`src/rtl/prio_enc_pkg.sv`:
```
// rtl/prio_enc_pkg.sv - shared constants and helpers for the priority-encoder queue
package prio_enc_pkg;

    localparam int DEF_N     = 8;
    localparam int DEF_CNT_W = 8;
    // Widest request vector the one-hot helper can describe.
    localparam int MAX_N     = 64;

    function automatic int idx_width(input int n);
        return (n < 2) ? 1 : $clog2(n);
    endfunction

    function automatic logic [MAX_N-1:0] onehot(input int idx, input int n);
        logic [MAX_N-1:0] v;
        v = '0;
        if (idx >= 0 && idx < n && idx < MAX_N) begin
            v[idx] = 1'b1;
        end
        return v;
    endfunction

endpackage

```
`src/rtl/prio_enc_find.sv`:
```
// rtl/prio_enc_find.sv - combinational search for the first set bit, descending from start with wrap
module prio_enc_find
    import prio_enc_pkg::*;
#(
    parameter  int N     = DEF_N,
    localparam int IDX_W = idx_width(N)
) (
    input  logic [N-1:0]     vec,
    input  logic [IDX_W-1:0] start,
    output logic [IDX_W-1:0] idx,
    output logic             found
);

    always_comb begin : find_c
        int s;
        int p;
        idx   = '0;
        found = 1'b0;
        p     = 0;
        // An out-of-range start (non power-of-two N) behaves like the top index.
        s     = (int'(start) > N - 1) ? N - 1 : int'(start);
        for (int i = 0; i < N; i++) begin
            p = s - i;
            if (p < 0) begin
                p = p + N;
            end
            if (!found && vec[p]) begin
                found = 1'b1;
                idx   = IDX_W'(p);
            end
        end
    end

endmodule

```
`src/rtl/prio_enc_queue.sv`:
```
// rtl/prio_enc_queue.sv - registered N-input priority encoder with request accumulation and valid/ready output
// Build option PRIO_ENC_ROUND_ROBIN_EN: rotating search start instead of fixed N-1 priority.
module prio_enc_queue
    import prio_enc_pkg::*;
#(
    parameter  int N     = DEF_N,
    parameter  int CNT_W = DEF_CNT_W,
    localparam int IDX_W = idx_width(N)
) (
    input  logic             clk,
    input  logic             rst,
    input  logic [N-1:0]     req_i,
    input  logic             out_ready,
    output logic             out_valid,
    output logic [IDX_W-1:0] out_idx,
    output logic [N-1:0]     pending_o,
    output logic [CNT_W-1:0] coalesce_cnt,
    input  logic             cnt_clr
);

    localparam logic [CNT_W-1:0] CNT_MAX = '1;

    logic [N-1:0]     r_pending;
    logic             r_valid;
    logic [IDX_W-1:0] r_idx;
    logic [CNT_W-1:0] r_cnt;

    logic [IDX_W-1:0] w_start;
    logic [IDX_W-1:0] w_idx;
    logic             w_found;
    logic             w_load;
    logic [MAX_N-1:0] w_oh_full;
    logic [N-1:0]     w_clear;
    logic             w_hit;

`ifdef PRIO_ENC_ROUND_ROBIN_EN
    logic [IDX_W-1:0] r_rr_ptr;
    assign w_start = r_rr_ptr;
`else
    assign w_start = IDX_W'(N - 1);
`endif

    prio_enc_find #(
        .N(N)
    ) u_find (
        .vec  (r_pending),
        .start(w_start),
        .idx  (w_idx),
        .found(w_found)
    );

    // A presented index is replaced only once it has been taken (or was never valid).
    assign w_load    = w_found & (~r_valid | out_ready);
    assign w_oh_full = onehot(int'(w_idx), N);
    assign w_clear   = w_load ? w_oh_full[N-1:0] : '0;
    assign w_hit     = |(req_i & r_pending & ~w_clear);

    generate
        if (N < MAX_N) begin : g_oh_spare
            logic w_unused_oh;
            assign w_unused_oh = ^w_oh_full[MAX_N-1:N];
        end
    endgenerate

    always_ff @(posedge clk) begin
        if (rst) begin
            r_pending <= '0;
            r_valid   <= 1'b0;
            r_idx     <= '0;
            r_cnt     <= '0;
        end else begin
            // A bit re-requested on its grant edge survives the clear.
            r_pending <= (r_pending & ~w_clear) | req_i;
            if (w_load) begin
                r_valid <= 1'b1;
                r_idx   <= w_idx;
            end else if (r_valid && out_ready) begin
                r_valid <= 1'b0;
            end
            if (cnt_clr) begin
                r_cnt <= '0;
            end else if (w_hit && r_cnt != CNT_MAX) begin
                r_cnt <= r_cnt + 1'b1;
            end
        end
    end

`ifdef PRIO_ENC_ROUND_ROBIN_EN
    always_ff @(posedge clk) begin
        if (rst) begin
            r_rr_ptr <= IDX_W'(N - 1);
        end else if (w_load) begin
            r_rr_ptr <= (w_idx == '0) ? IDX_W'(N - 1) : w_idx - 1'b1;
        end
    end
`endif

    assign out_valid    = r_valid;
    assign out_idx      = r_idx;
    assign pending_o    = r_pending;
    assign coalesce_cnt = r_cnt;

endmodule

```
`config.mk`:
```
export PLATFORM = sky130hd
export DESIGN_NAME = prio_enc_queue
export DESIGN_NICKNAME = d
export VERILOG_FILES = /design/src/rtl/prio_enc_pkg.sv /design/src/rtl/prio_enc_find.sv /design/src/rtl/prio_enc_queue.sv
export SDC_FILE = /design/constraint.sdc
export NUM_CORES = 1
export LEC_CHECK = 0
export CAP_MARGIN = 20
export CELL_PAD_IN_SITES_DETAIL_PLACEMENT = 2
export CELL_PAD_IN_SITES_GLOBAL_PLACEMENT = 2
export CORE_MARGIN = 1
export CORE_UTILIZATION = 27
export CTS_CLUSTER_SIZE = 10
export DETAILED_ROUTE_END_ITERATION = 8
export HOLD_SLACK_MARGIN = 0.03
export PLACE_DENSITY_LB_ADDON = 0.1
export RECOVER_POWER = 50
export SYNTH_ARGS = -nofsm -noshare
export SYNTH_HDL_FRONTEND = slang
export SYNTH_SLANG_ARGS = --single-unit
```
`constraint.sdc`:
```
create_clock -name clk -period 4.26 [get_ports clk]
set_clock_uncertainty 0.15 [all_clocks]
set_input_delay 0.852 -clock clk [delete_from_list [all_inputs] [get_ports clk]]
set_output_delay 0.852 -clock clk [all_outputs]
set_load 0.03 [all_outputs]
```
==> impl_results.md <==
- Status: complete, no violations
- CTS Buffer Depth: 2
- Post-Syn Nets: around 140
- Final Cycle Share: 68.0%
- DR pass1 iterations: 4
- Seq pwr share: roughly 46%
- CP delay by family, top: compound AO/OA/AOI/OAI gates
- Min-delay src: out_idx[0]$_SDFFE_PP0N_
- Syn_area_per_cell: 8.21 um^2
- Root buf cell: clkbuf_8
- Diodes inserted: 0
- Slowest stage delay, CP: 560 ps
- Final Hold Fails: 0
- Worst path arrival time: between 2000 and 3000 ps
- Final WS setup: 1360 ps
- Most numerous cell in the Yosys netlist: dfxtp_1
- Critical path class: in2reg
- R2R setup slack: around 2000 ps
- Sw Share: 30.4%
- Tot GR Track Use: 16.6%
- Clock transition at path regs: 70 ps
- Worst slew pin tran: about 850 ps
- Die height: about 64 um
- DRT antenna net count: 0
- Worst VDD drop: 0.000112 V
- Num CTS Buffers: 3
- RSZ-0062 raised after global routing: false
- CP bufs+invs: 1
- Core area: 3660 um^2
- Register area share after synthesis: 38.7%
- Pin count of the biggest net entering global routing: 22
- Startpoint Class: input pin
- Dpl cells: 200
- Pwr dens: 327 nW/um^2
- Grt ovf: 0
- Fin crit period: 2900 ps
- Sw power: 142 uW
- Final Slew Violations: 0
- Max Freq: around 0.34 GHz
- Setup crit end kind: flop
- RR Startpoint: coalesce_cnt[0]$_SDFFE_PP0P_
- Post-route insts no fill: 204
- Clock network fraction of design power: a little under a third
- Ys async rst share: 0%
- Reg-to-Reg End: coalesce_cnt[2]$_SDFFE_PP0P_
- Synth top cells by count: dfxtp_1 (20), nor2_1 (16), a21oi_1 (15)
- Initial cell density of the core: ~28%
- Final wirelength: 3060 um
- Synthesized area: a little over 1000 um^2
- PortBufs: 31
- Leak: around 0.57 nW
- Max H-tree Level: 1
- Post-Synthesis Cells: 126
- Combinational fraction of design power: between 20% and 30%
- Final setup fails: 0
- Commonest register cell after synthesis: dfxtp_1
- Post-CTS Setup Bufs: 0
- DRT iter0 DRCs: 44
- DP Wirelength: between 2000 and 2500 um
- Number of enable flip-flop cells after synthesis: 0
- Gpl congestion: ~0.73
- Critical path origin: out_ready
- Via Count: around 1.1k
- CP cell instances: dlygate4sd3_1 > nand2b_1 > a311oi_1 > nor4_1 > a21oi_2 > a21oi_1 > a31o_2
- Place WS: 1180 ps
- Die width: roughly 64 um
- DR WL/cell: 15.0 um
- Crit path to: coalesce_cnt[2]$_SDFFE_PP0P_
- Synth unique cells: 34
- Ys Warns: 0
- R2R depth: 7
- Total negative slack: 0 ps
- First-pass GRT wire length: between 5000 and 6000 um
- Row count: 22
- Clock Sinks: 20
- CTS tree: yes
- CP max-delay cell: dlygate4sd3_1
- Crit path depth: 7
- Layout cell share with drive strength beyond 1: 8.97%
- Initial antenna violation count: 0
- Top cells by area, synth: dfxtp_1 (39%), a21oi_1 (7.3%), nor2_1 (5.8%)
- Critical Path RT: 4260 ps
- Worst-skew pair later-pin latency: 250 ps
- Die area: roughly 4100 um^2
- DRC Markers: 0
- P_int: 325 uW
- Vias per cell: 5.17
- Headroom to the max-slew limit: a little over two fifths
- Hold buffer count at cts: 0
- # Max-Cap Violations: 0
- Area share of the largest cell type after synthesis: 38.7%
- Dominant cell type by area after synthesis: dfxtp_1
- Cts repair resizes: 0
- Num ports: 32
- Hold Crit Class: reg2reg
- Final #Nets: between 150 and 200
- Vias in the first global route: between 1k and 1.5k
- Layout area overhead: 38.0%
- CP Max Fanout: 9
- Synthesized flop and latch total: 20
==> worst register-to-register path: stages (launching register included) <==
cell and delay, ps:
dfxtp_1 370, ha_1 250, and3_1 220, and3_1 230, and3_1 210, a21oi_2 360
a21oi_1 150, a31o_2 220
==> flip-flops by register name (all words and copies together) (netlist names) <==
register,flops
pending_o,8
coalesce_cnt,8
out_valid,1
out_idx,3
==> power groups by stage <==
stage / sequential (mW) / clock [mW] / combinational [mW]
floorplan: 0.235 / 0 / 0.0493
global placement: 0.217 / 0 / 0.111
detailed placement: 0.218 / 0 / 0.113
CTS: 0.214 / 0.150 / 0.114
global route: 0.216 / 0.158 / 0.120
finish: 0.214 / 0.143 / 0.110
==> per-layer routing <==
layer | share of wire, % | up-vias | GRT usage (%)
li1 | - | 521 | -
met1 | 45 | 511 | 19.2
met2 | 51 | 18 | 30.5
met3 | 2.6 | 4 | 2.14
met4 | 1.4 | 0 | 6.82
met5 | 0 | - | 0
==> cells by family after synthesis <==
family                   share of synthesized area [%]
flip-flops                                        38.7
AND/OR/NAND/NOR                                   27.0
XOR/XNOR                                         0.847
multiplexers                                      1.93
adder cells (fa/ha/maj)                           1.21
buffers and inverters                             5.56
AO/OA/AOI/OAI                                     24.8
==> worst min path at each step <==
stage                                    to  cells past startpoint
2_1_floorplan  coalesce_cnt[3]$_SDFFE_PP0P_                      2
3_3_place_gp   coalesce_cnt[3]$_SDFFE_PP0P_                      2
3_5_place_dp        out_idx[0]$_SDFFE_PP0N_                      2
4_1_cts             out_idx[0]$_SDFFE_PP0N_                      2
5_1_grt        coalesce_cnt[3]$_SDFFE_PP0P_                      2
6_report            out_idx[0]$_SDFFE_PP0N_                      2
==> area by class of cell <==
| cell class | count | area [um^2] |
|---|---|---|
| multi-input combinational | 93 | 572 |
| tap | 48 | 60.1 |
| sequential | 20 | 400 |
| clock buffer | 4 | 55.1 |
| timing repair buffer | 31 | 310 |
| inverter | 8 | 30.0 |
| fill | 430 | 2230 |
==> layout by cell type (no fill, tap or decap), drive strengths merged, types with 3 or more instances in the layout <==
| cell | count |
|---|---|
| inv | 8 |
| clkbuf | 4 |
| a31oi | 3 |
| dfxtp | 20 |
| o21ai | 6 |
| nor2 | 16 |
| nand3 | 4 |
| a31o | 3 |
| a311oi | 4 |
| dlygate4sd3 | 10 |
| and3 | 5 |
| clkdlybuf4s50 | 21 |
| nand2 | 9 |
| nor3 | 7 |
| a21oi | 16 |
| nor4 | 4 |
==> per-stage QoR <==
stage               cell area (um^2)  power (mW)  hold slack [ps]  utilization [%]
floorplan                       1030       0.284              456                -
global placement                1380       0.328              343             37.6
detailed placement              1380       0.331              364             37.6
CTS                             1430       0.478              375             39.1
global route                    1430       0.493              394             39.0
finish                          1430       0.466              365             39.0
No activity file was read; power rests on OpenSTA's default activity.
